File: config.mk
export PLATFORM = sky130hd
export DESIGN_NAME = pong_game_ctrl
export DESIGN_NICKNAME = d
export VERILOG_FILES = /design/src/rtl/pong_game_ctrl.sv
export SDC_FILE = /design/constraint.sdc
export NUM_CORES = 1
export LEC_CHECK = 0
export BUFFER_PORTS_ARGS = -buffer_cell sky130_fd_sc_hd__buf_2
export CAP_MARGIN = 20
export CORE_MARGIN = 2
export CORE_UTILIZATION = 54
export CTS_CLUSTER_SIZE = 8
export DETAILED_ROUTE_END_ITERATION = 10
export PLACE_DENSITY_LB_ADDON = 0.12
export RECOVER_POWER = 25
export SLEW_MARGIN = 25
export SYNTH_ARGS = -nofsm -noshare
export SYNTH_HDL_FRONTEND = slang
export SYNTH_SLANG_ARGS = --single-unit
export TNS_END_PERCENT = 20
File: constraint.sdc
create_clock -name clk -period 3.02 [get_ports clk]
set_input_delay 0.151 -clock clk [delete_from_list [all_inputs] [get_ports clk]]
set_output_delay 0.151 -clock clk [all_outputs]
set_load 0.1 [all_outputs]
File: src/rtl/pong_game_ctrl.sv
// pong_game_ctrl: game-level sequencer for the pong display pipeline.
// Tracks game phase (new game / play / new ball / game over), the number of
// balls in reserve, the post-miss delay timer and, when PONG_SCORE_EN is
// defined, a two-digit BCD score. Without PONG_SCORE_EN the score outputs
// are tied to zero and the hit pulse is not used.
module pong_game_ctrl #(
    parameter int unsigned BALLS        = 3,
    parameter int unsigned TIMER_FRAMES = 120
) (
    input  logic       clk,
    input  logic       reset,
    input  logic [1:0] btn,
    input  logic       refr_tick,
    input  logic       hit,
    input  logic       miss,
    output logic       gra_still,
    output logic       ball_reset,
    output logic [1:0] text_sel,
    output logic [1:0] balls_left,
    output logic [3:0] dig1,
    output logic [3:0] dig0
);

    typedef enum logic [1:0] {
        NEWGAME = 2'b00,
        PLAY    = 2'b01,
        NEWBALL = 2'b10,
        OVER    = 2'b11
    } state_t;

    localparam logic [1:0] BALLS_INIT = 2'(BALLS);
    localparam logic [6:0] TIMER_LOAD = 7'(TIMER_FRAMES - 1);

    state_t     state_q;
    logic       gra_still_q;
    logic       ball_reset_q;
    logic [1:0] balls_q;
    logic [6:0] timer_q, timer_d;

    logic pressed;
    logic timer_up;
    logic play_miss;

    assign pressed   = (btn != 2'b00);
    assign timer_up  = (timer_q == 7'd0);
    assign play_miss = (state_q == PLAY) && miss;

    // Delay timer next state: reload on a miss in play, else count frames down to zero.
    always_comb begin
        timer_d = timer_q;
        if (play_miss) begin
            timer_d = TIMER_LOAD;
        end else if (refr_tick && !timer_up) begin
            timer_d = timer_q - 7'd1;
        end
    end

    // Delay timer register.
    always_ff @(posedge clk) begin
        if (reset) begin
            timer_q <= '0;
        end else begin
            timer_q <= timer_d;
        end
    end

    // Game phase FSM with registered freeze, launch pulse and ball count.
    always_ff @(posedge clk) begin
        if (reset) begin
            state_q      <= NEWGAME;
            gra_still_q  <= 1'b1;
            ball_reset_q <= 1'b0;
            balls_q      <= BALLS_INIT;
        end else begin
            ball_reset_q <= 1'b0;
            case (state_q)
                NEWGAME: begin
                    balls_q <= BALLS_INIT;
                    if (pressed) begin
                        state_q      <= PLAY;
                        gra_still_q  <= 1'b0;
                        ball_reset_q <= 1'b1;
                        balls_q      <= BALLS_INIT - 2'd1;
                    end
                end
                PLAY: begin
                    if (miss) begin
                        gra_still_q <= 1'b1;
                        if (balls_q == 2'd0) begin
                            state_q <= OVER;
                        end else begin
                            state_q <= NEWBALL;
                            balls_q <= balls_q - 2'd1;
                        end
                    end
                end
                NEWBALL: begin
                    // A press before the timer expires is simply not seen.
                    if (timer_up && pressed) begin
                        state_q      <= PLAY;
                        gra_still_q  <= 1'b0;
                        ball_reset_q <= 1'b1;
                    end
                end
                OVER: begin
                    if (timer_up) begin
                        state_q <= NEWGAME;
                        balls_q <= BALLS_INIT;
                    end
                end
                default: begin
                    state_q     <= NEWGAME;
                    gra_still_q <= 1'b1;
                end
            endcase
        end
    end

    assign gra_still  = gra_still_q;
    assign ball_reset = ball_reset_q;
    assign text_sel   = state_q;
    assign balls_left = balls_q;

`ifdef PONG_SCORE_EN
    logic [3:0] dig1_q, dig1_d;
    logic [3:0] dig0_q, dig0_d;
    logic       play_hit;
    logic       game_restart;

    // A simultaneous miss takes priority, so such a hit never scores.
    assign play_hit     = (state_q == PLAY) && hit && !miss;
    assign game_restart = (state_q == OVER) && timer_up;

    // BCD score next state: clear on game restart, else increment with 99 -> 00 wrap.
    always_comb begin
        dig1_d = dig1_q;
        dig0_d = dig0_q;
        if (game_restart) begin
            dig1_d = '0;
            dig0_d = '0;
        end else if (play_hit) begin
            if (dig0_q == 4'd9) begin
                dig0_d = '0;
                dig1_d = (dig1_q == 4'd9) ? 4'd0 : dig1_q + 4'd1;
            end else begin
                dig0_d = dig0_q + 4'd1;
            end
        end
    end

    // BCD score registers.
    always_ff @(posedge clk) begin
        if (reset) begin
            dig1_q <= '0;
            dig0_q <= '0;
        end else begin
            dig1_q <= dig1_d;
            dig0_q <= dig0_d;
        end
    end

    assign dig1 = dig1_q;
    assign dig0 = dig0_q;
`else
    logic unused_hit;
    assign unused_hit = hit;
    assign dig1       = '0;
    assign dig0       = '0;
`endif

endmodule
Word level (Yosys, flattened, before mapping):

Cells that the tools add are included.

* register bits after elaboration: 13
* input bits: 7
* output and inout bits: 14
* logic and storage cells: 51

* $add $sub $neg: 2
* equality and inequality tests: 8
* multiplexer cells: 20
* reductions and logical operators: 15

Operators with widths (number)
* $mux W2: 7
* $mux W7: 2
* $reduce_and A4 Y1: 3
* $ne A2 B2 Y1 const B: 5
* $pmux W2 S4: 1
* $logic_not A7 Y1: 1
* $mux W1: 7
* $sub A7 B1 Y7 const B: 1
* $pmux W2 S3: 1
* $reduce_bool A3 Y1: 2
* $eq A2 B2 Y1 const B: 2
* $logic_not A2 Y1: 2
* $reduce_bool A2 Y1: 2
* $logic_and A1 B1 Y1: 3
* $pmux W1 S3: 1
* $eq A2 B1 Y1 const B: 1
* $pmux W1 S2: 1
* $reduce_or A2 Y1: 1
* $sub A2 B1 Y2 const B: 1
* $logic_not A1 Y1: 1

Logic depth before layout (Yosys ltp):

Gate-level depths: netlist (run 1).

* depth after elaboration: 5
* gate-level depth with buffers: 6
* depth with buffers taken out: 6

Worst setup path after synthesis (run 1):

Ideal clock, no wire load.

* path type: reg-to-reg
* from: register balls_q[0] (netlist: balls_left[0])
* to: register balls_q[1] (netlist: balls_left[1])
* arrival time: 1.970 ns
* required time: 2.906 ns
* setup slack: 0.936 ns
* stages on the path, launching flop included: 7
* cells stage by stage: dfxtp_1 > inv_1 > ha_1 > nand2b_1 > a21oi_1 > nand4b_1 > a21o_1

* word-level cells in the longest chain between the ends: 4
* elaborated cells between the ends (all ways): 7
* classes of those cells: add/sub (1); eq/ne (1); mux (3); reduce/logical (2)

Ends and longest elaborated chain
* from (decl): line 37 `logic [1:0] balls_q;`
* from (signal assigned): line 83 `balls_q <= BALLS_INIT - 2'd1;`
* from (signal assigned): line 93 `balls_q <= balls_q - 2'd1;`
* $sub A2 B1 Y2: line 93
* $mux W2: line 89 `if (balls_q == 2'd0) begin`
* $mux W2: line 87 `if (miss) begin`
* $pmux W2 S3: line 76 `case (state_q)`

Parallel ways exist; a longest one is shown, timed or not. The select of a mux whose other input is x is not followed.
A chain may end at the register's enable or synchronous reset.

Worst setup path in the final report (run 1):

* from: register timer_q[2]
* to: register timer_q[1]

* word-level cells in the longest chain between the ends: 4

Ends and longest elaborated chain
* from (decl): line 38 `logic [6:0] timer_q, timer_d;`
* from (signal assigned): line 63 `timer_q <= timer_d;`
* $logic_not A7 Y1: line 45 `assign timer_up = (timer_q == 7'd0);`
* $logic_not A1 Y1: line 53 `end else if (refr_tick && !timer_up) begin`
* $logic_and A1 B1 Y1: line 53
* $reduce_bool A2 Y1 (no line)

No other way between the ends.

==> summary.txt, run 1 <==
Status
  – Status: finished, final reports clean

Finish
  – Seq. cell area: 260.3 um2
  – Layout cells sized above 1: 0.1735
  – Ant diodes: 0
  – Commonest non-fill, non-tap cell in the layout: dfxtp_1
  – Commonest cells after routing, fill and taps aside: 13 x dfxtp_1, 8 x conb_1, 7 x a21oi_1, 7 x buf_2
  – Post-route cell area: 828.3 um2
  – Area of the multi-input gates: 450.4 um2
  – Final cell count without fillers: 113
  – Synthesis-to-layout area growth: 6.431%
  – Filler instances: 133
  – Final nets: 109

Worst setup path
  – CP Data Arrival Time: 1.96 ns
  – WS Path Type: flip-flop to flip-flop
  – Max FO, Critical Path: 6
  – Crit end category: flip-flop
  – Critical Path Source Type: flip-flop
  – CP required: 3.24 ns

Place
  – Routability-driven placement congestion ratio: 0.7930
  – DPL Wire Length: 1.011 mm
  – Port Buffer Count: 11
  – Dpl cells: 109
  – Dpl ws: 1.282 ns
  – Placed Area: 807.0 um2

Logic synthesis
  – Asr flop ratio synth: 0
  – Post-Syn Area per Cell: 8.945 um2
  – Post-synthesis sequential area ratio: 0.3344
  – Mapped cell area: 778.2 um2
  – YS warnings: 0
  – Post-synth EDFFs: 0
  – Top_reg_cell synth: dfxtp_1
  – Top-area cell type share of the netlist area: 0.3344
  – Yosys cell types: 36
  – #FFs+latches synth: 13
  – Largest cells by area after synthesis: dfxtp_1 33%, buf_4 7.7%, ha_1 4.8%, a21oi_1 4.5%, nor3_1 3.9%
  – Gate Count Post-Synth: 87
  – Cell taking the most area after synthesis: dfxtp_1

Global routing
  – Grt ovf: 0
  – First-pass GRT wire length: 2.270 mm
  – Number of global-route vias before repair: 509
  – Largest net degree at the start of global routing: 13
  – Gr usage total: 0.1686
  – Initial antenna violation count: 0

STA
  – Fmax: 572.7 MHz
  – RSZ-0062 raised after global routing: no
  – Hold_ws: 0.1977 ns
  – Final Hold Fails: 0
  – Setup TNS Final: 0 ns
  – Relative slew slack: 0.2288
  – Final setup vio count: 0
  – Final period utilization: 0.5782
  – Clk_skew: 0.01130 ns
  – Post-layout minimum cycle time: 1.746 ns
  – Max-slew violation count: 0
  – Worst-margin pin slew: 1.162 ns
  – Final setup margin: 1.274 ns

Clocking
  – Clock Tree Root: clkbuf_4
  – # H-tree levels: 1
  – Hold_buf cts: 0
  – CTS Buf Count: 3
  – Clock Tree Buf Depth: 2
  – # resized after CTS: 0
  – Clock sink total: 13
  – Post-CTS Setup Bufs: 0
  – Worst skew pair latency: 0.28 ns
  – Clk slew on worst S/H paths: 0.09 ns
  – CTS tree: yes

Power
  – Maximum vdd drop: 0.6345 mV
  – Pleak: 0.3559 nW
  – PD cells: 1174 mW/mm2

Route
  – Final wirelength: 1.399 mm
  – Initial DRC count: 11
  – Detailed-route via count: 634
  – DR WL/cell: 12.38 um
  – DRT antenna net count: 0
  – # DRC: 0
  – DRT Pass-1 Iters: 4
  – Vias per inst: 5.611

Min path
  – Worst Hold Class: input pin to flip-flop

Floorplan
  – Initial core utilization: 0.5907
  – Die Area: 0.001761 mm2
  – Chip width: 41.97 um
  – Top-level port count: 21
  – Cell Rows: 13
  – Core area: 0.001318 mm2
  – Die H: 41.97 um

Flow run
  – Max Cap Viol: 0
==> stage by stage <==
step | power (W) | util
after floorplan | 0.0007921 | -
after global routing | 0.001036 | 0.6287
after detailed placement | 0.0008622 | 0.6125
final | 0.0009723 | 0.6287
after global placement | 0.0008546 | 0.6125
after CTS | 0.0009752 | 0.6325
==> cell type report <==
| cell class | count | share of cell area |
|---|---|---|
| Tap cell | 15 | 0.02266 |
| Timing Repair Buffer | 11 | 0.06042 |
| Sequential cell | 13 | 0.3142 |
| Multi-Input combinational cell | 64 | 0.5438 |
| Clock buffer | 4 | 0.03172 |
| Inverter | 6 | 0.02719 |
==> final timing paths <==
kind | start | endpoint | slack [ns] | cells past startpoint
max | timer_q[2] | timer_q[1] | 1.27 | 4
min | reset | timer_q[6] | 0.20 | 2
min reg2reg | gra_still | gra_still | 0.53 | 1
max reg2reg | timer_q[2] | timer_q[1] | 1.27 | 4
==> routing by layer <==
layer,track usage,vias up,part of all wire
met5,0,-,0
met4,0.07742,0,0.016
met3,0.03913,4,0.044
met2,0.2469,21,0.41
met1,0.2326,290,0.53
li1,-,319,-
==> power by group <==
| group | switching [W] | internal [W] |
|---|---|---|
| clock network | 0.0000588 | 0.0000511 |
| registers | 0.0000746 | 0.000229 |
| logic | 0.000363 | 0.000196 |
| total | 0.000496 | 0.000476 |
==> synthesized netlist by cell type (2+ instances only) <==
master / number
dfxtp_1: 13
a31oi_1: 2
o21ai_0: 3
a21oi_1: 7
xnor2_1: 2
nand3_1: 2
xor2_1: 2
buf_4: 8
nand2_1: 2
ha_1: 3
nor2_1: 3
nor3_1: 6
clkbuf_1: 3
inv_1: 6
or3_1: 2
a221o_1: 2
mux2_2: 2
==> critical path, stage by stage, from the launching register on <==
cell and delay [ns]:
dfxtp_1 0.39, or4_4 0.62, o21ai_4 0.21, mux2_2 0.35, a21oi_1 0.13
==> state kept, by name, indices dropped and copies added, names as in the netlist <==
name	count
balls_left	2
timer_q	7
text_sel	2
gra_still	1
ball_reset	1
==> cell families after synthesis <==
logic type	synth area share
AOI/OAI and AO/OA	0.2010
buffers and inverters	0.1206
and+or+nand+nor	0.2042
other	0.004819
adders and majority gates	0.04824
DFF	0.3344
xor gates and xnor gates	0.04502
muxes	0.04180
Power figures use the tool's default switching activity.
==> inputs of run 2 (changes only) <==
--- a/config.mk
+++ b/config.mk
@@ -5,10 +5,11 @@
 export SDC_FILE = /design/constraint.sdc
 export NUM_CORES = 1
 export LEC_CHECK = 0
+export ABC_AREA = 1
 export BUFFER_PORTS_ARGS = -buffer_cell sky130_fd_sc_hd__buf_2
 export CAP_MARGIN = 20
 export CORE_MARGIN = 2
-export CORE_UTILIZATION = 54
+export CORE_UTILIZATION = 47
 export CTS_CLUSTER_SIZE = 8
 export DETAILED_ROUTE_END_ITERATION = 10
 export PLACE_DENSITY_LB_ADDON = 0.12
==> constraint.sdc (replaced) <==
create_clock -name clk -period 1.54 [get_ports clk]
set_input_delay 0.077 -clock clk [delete_from_list [all_inputs] [get_ports clk]]
set_output_delay 0.077 -clock clk [all_outputs]
set_load 0.1 [all_outputs]
==> run 2 against run 1 <==
Effect of this change: wire length rose by 9.0%; non-clock buffer count increased by 1; flip-flop and latch count unchanged; critical path depth grew 4; hold slack worse by 0.14 ns; register-to-register slack got worse by 1.1 ns; fmax up 27%; count of clock-buffer cells in the layout is the same; clock skew down 0.0096 ns; global-route usage down 0.65 points; design area grew 17%; cell count increased by 46%; critical path type unchanged; highest routed layer unchanged.
==> summary.txt, run 2 <==
STA
  – Max-slew violation count: 0 (unchanged)
  – Worst-margin pin slew: 0.5379 ns (-0.6239 ns)
  – Final setup vio count: 0 (unchanged)
  – Final setup margin: 0.1650 ns (-1.109 ns)
  – Post-layout minimum cycle time: 1.375 ns (-0.3712 ns)
  – RSZ-0062 raised after global routing: no
  – Relative slew slack: 0.6429 (+0.4142)
  – Fmax: 727.3 MHz (+27%)
  – Clk_skew: 0.001692 ns (-0.009605 ns)
  – Final Hold Fails: 0 (unchanged)
  – Final period utilization: 0.8929 (+0.3146)

Status
  – Status: finished, final reports clean

Floorplan
  – Initial core utilization: 0.5075 (-0.08317)
  – Cell Rows: 15 (+2)
  – Top-level port count: 21 (unchanged)
  – Die Area: 0.002248 mm2 (+28%)
  – Chip width: 47.42 um (+13%)
  – Core area: 0.001745 mm2 (+32%)
  – Die H: 47.42 um (+13%)

Logic synthesis
  – Cell taking the most area after synthesis: dfxtp_1
  – Top-area cell type share of the netlist area: 0.2938 (-0.04062)
  – Post-synthesis sequential area ratio: 0.2938 (-0.04062)
  – YS warnings: 0 (unchanged)
  – Largest cells by area after synthesis: dfxtp_1 29%, nand2_1 11%, nand3_1 7.3%, buf_4 6.8%, inv_1 6.4%
  – Post-Syn Area per Cell: 7.031 um2 (-21%)
  – Yosys cell types: 26 (-28%)
  – Top-count cell post-synth: nand2_1
  – Post-synth EDFFs: 0 (unchanged)
  – Top_reg_cell synth: dfxtp_1
  – Mapped cell area: 885.9 um2 (+14%)
  – Commonest cells post-synth: 26 x nand2_1, 15 x inv_1, 13 x dfxtp_1, 13 x nand3_1, 12 x nor2_1
  – Asr flop ratio synth: 0 (unchanged)
  – #FFs+latches synth: 13 (unchanged)
  – Gate Count Post-Synth: 126 (+45%)

Worst setup path
  – Max FO, Critical Path: 6 (unchanged)
  – CP required: 1.70 ns (-1.54 ns)
  – Crit end category: flip-flop
  – Critical Path Source Type: flip-flop
  – CP Data Arrival Time: 1.54 ns (-0.42 ns)
  – WS Path Type: flip-flop to flip-flop

Min path
  – Worst Hold Class: input pin to flip-flop

Finish
  – Max FFs per register: 7 (unchanged)
  – Commonest cells after routing, fill and taps aside: 26 x nand2_1, 15 x inv_1, 13 x nand3_1
  – Synthesis-to-layout area growth: 9.039%
  – Ant diodes: 0 (unchanged)
  – Layout cells sized above 1: 0.2500 (+0.07653)
  – Commonest non-fill, non-tap cell in the layout: nand2_1
  – Final cell count without fillers: 165 (+46%)
  – Final nets: 151 (+39%)
  – Most flops, register: timer_q

Global routing
  – First-pass GRT wire length: 2.587 mm (+14%)
  – Largest net degree at the start of global routing: 12 (-1)
  – Number of global-route vias before repair: 642 (+26%)
  – Initial antenna violation count: 0 (unchanged)
  – Grt ovf: 0 (unchanged)
  – Gr usage total: 0.1621 (-0.006479)

Route
  – Initial DRC count: 5 (-6)
  – DRT antenna net count: 0 (unchanged)
  – Detailed-route via count: 774 (+22%)
  – DR WL/cell: 9.242 um (-25%)
  – Final wirelength: 1.525 mm (+9.0%)
  – # DRC: 0 (unchanged)
  – Vias per inst: 4.691 (-16%)
  – DRT Pass-1 Iters: 4 (unchanged)

Clocking
  – Post-CTS Setup Bufs: 0 (unchanged)
  – Hold_buf cts: 0 (unchanged)
  – Clk slew on worst S/H paths: 0.07 ns (-0.02 ns)
  – # resized after CTS: 0 (unchanged)
  – # H-tree levels: 1 (unchanged)
  – Worst skew pair latency: 0.26 ns (-0.02 ns)
  – Clock Tree Buf Depth: 2 (unchanged)
  – Clock sink total: 13 (unchanged)
  – CTS tree: yes
  – CTS Buf Count: 3 (unchanged)
  – Clock Tree Root: clkbuf_4

Flow run
  – Max Cap Viol: 0 (unchanged)

Place
  – Dpl cells: 161 (+48%)
  – Routability-driven placement congestion ratio: 0.8169 (+3.0%)
  – Port Buffer Count: 11 (unchanged)
  – Dpl ws: 0.1529 ns (-1.129 ns)
  – DPL Wire Length: 1.219 mm (+21%)
==> run 2: cell families (layout without fill, tap and decap cells) <==
logic type | after synthesis | after routing | share of synthesized area
DFF | 13 | 13 | 0.2938
buffers and inverters | 26 | 33 | 0.1525
AOI/OAI and AO/OA | 13 | 13 | 0.08192
xor gates and xnor gates | 2 | 2 | 0.01978
and+or+nand+nor | 68 | 68 | 0.4054
other | 1 | 8 | 0.004233
adders and majority gates | 3 | 3 | 0.04238
==> run 2: cell type report <==
class / count / area (um2)
multi-input combinational: 94 / 516.7
fill: 187 / 779.5
inverter: 17 / 63.81
sequential: 13 / 265.3
tap: 25 / 31.28
timing repair buffer: 12 / 62.56
clock buffer: 4 / 26.28
==> run 2: through the flow <==
step	hold WS, ns	util	TNS [ns]	area (um2)
2_1_floorplan	0.1461	-	-0.03461	917.1
3_3_place_gp	0.3322	0.5384	0	939.7
3_5_place_dp	0.3407	0.5384	0	939.7
4_1_cts	0.05231	0.5534	0	965.9
5_1_grt	0.05693	0.5534	0	965.9
6_report	0.05820	0.5534	0	965.9
==> run 2: per-layer routing <==
layer / vias to the layer above / track usage / wire, um
met4: 0 / 0.08333 / 12
met5: - / 0 / 0
met3: 2 / 0.02264 / 75
li1: 411 / - / -
met1: 340 / 0.2051 / 687
met2: 21 / 0.2676 / 751
==> run 2: worst paths after layout <==
check | startpoint | to | slack [ns] | depth (start not counted)
max reg2reg | timer_q[1] | gra_still | 0.17 | 8
min reg2reg | gra_still | gra_still | 0.46 | 1
max | timer_q[1] | gra_still | 0.17 | 8
min | reset | timer_q[0] | 0.06 | 2
==> run 2: worst max-delay path, cell delays in order, from the launching register on <==
cell,delay (ns)
dfxtp_1,0.31
inv_1,0.08
ha_1,0.17
inv_1,0.04
nor2_1,0.17
nand3_4,0.13
nand2_4,0.11
nand4_1,0.09
a21o_1,0.16
Power of run 2 is left out: the tool's default activity adds up to more than one toggle a clock period on the data nets, which glitch-free logic cannot reach.
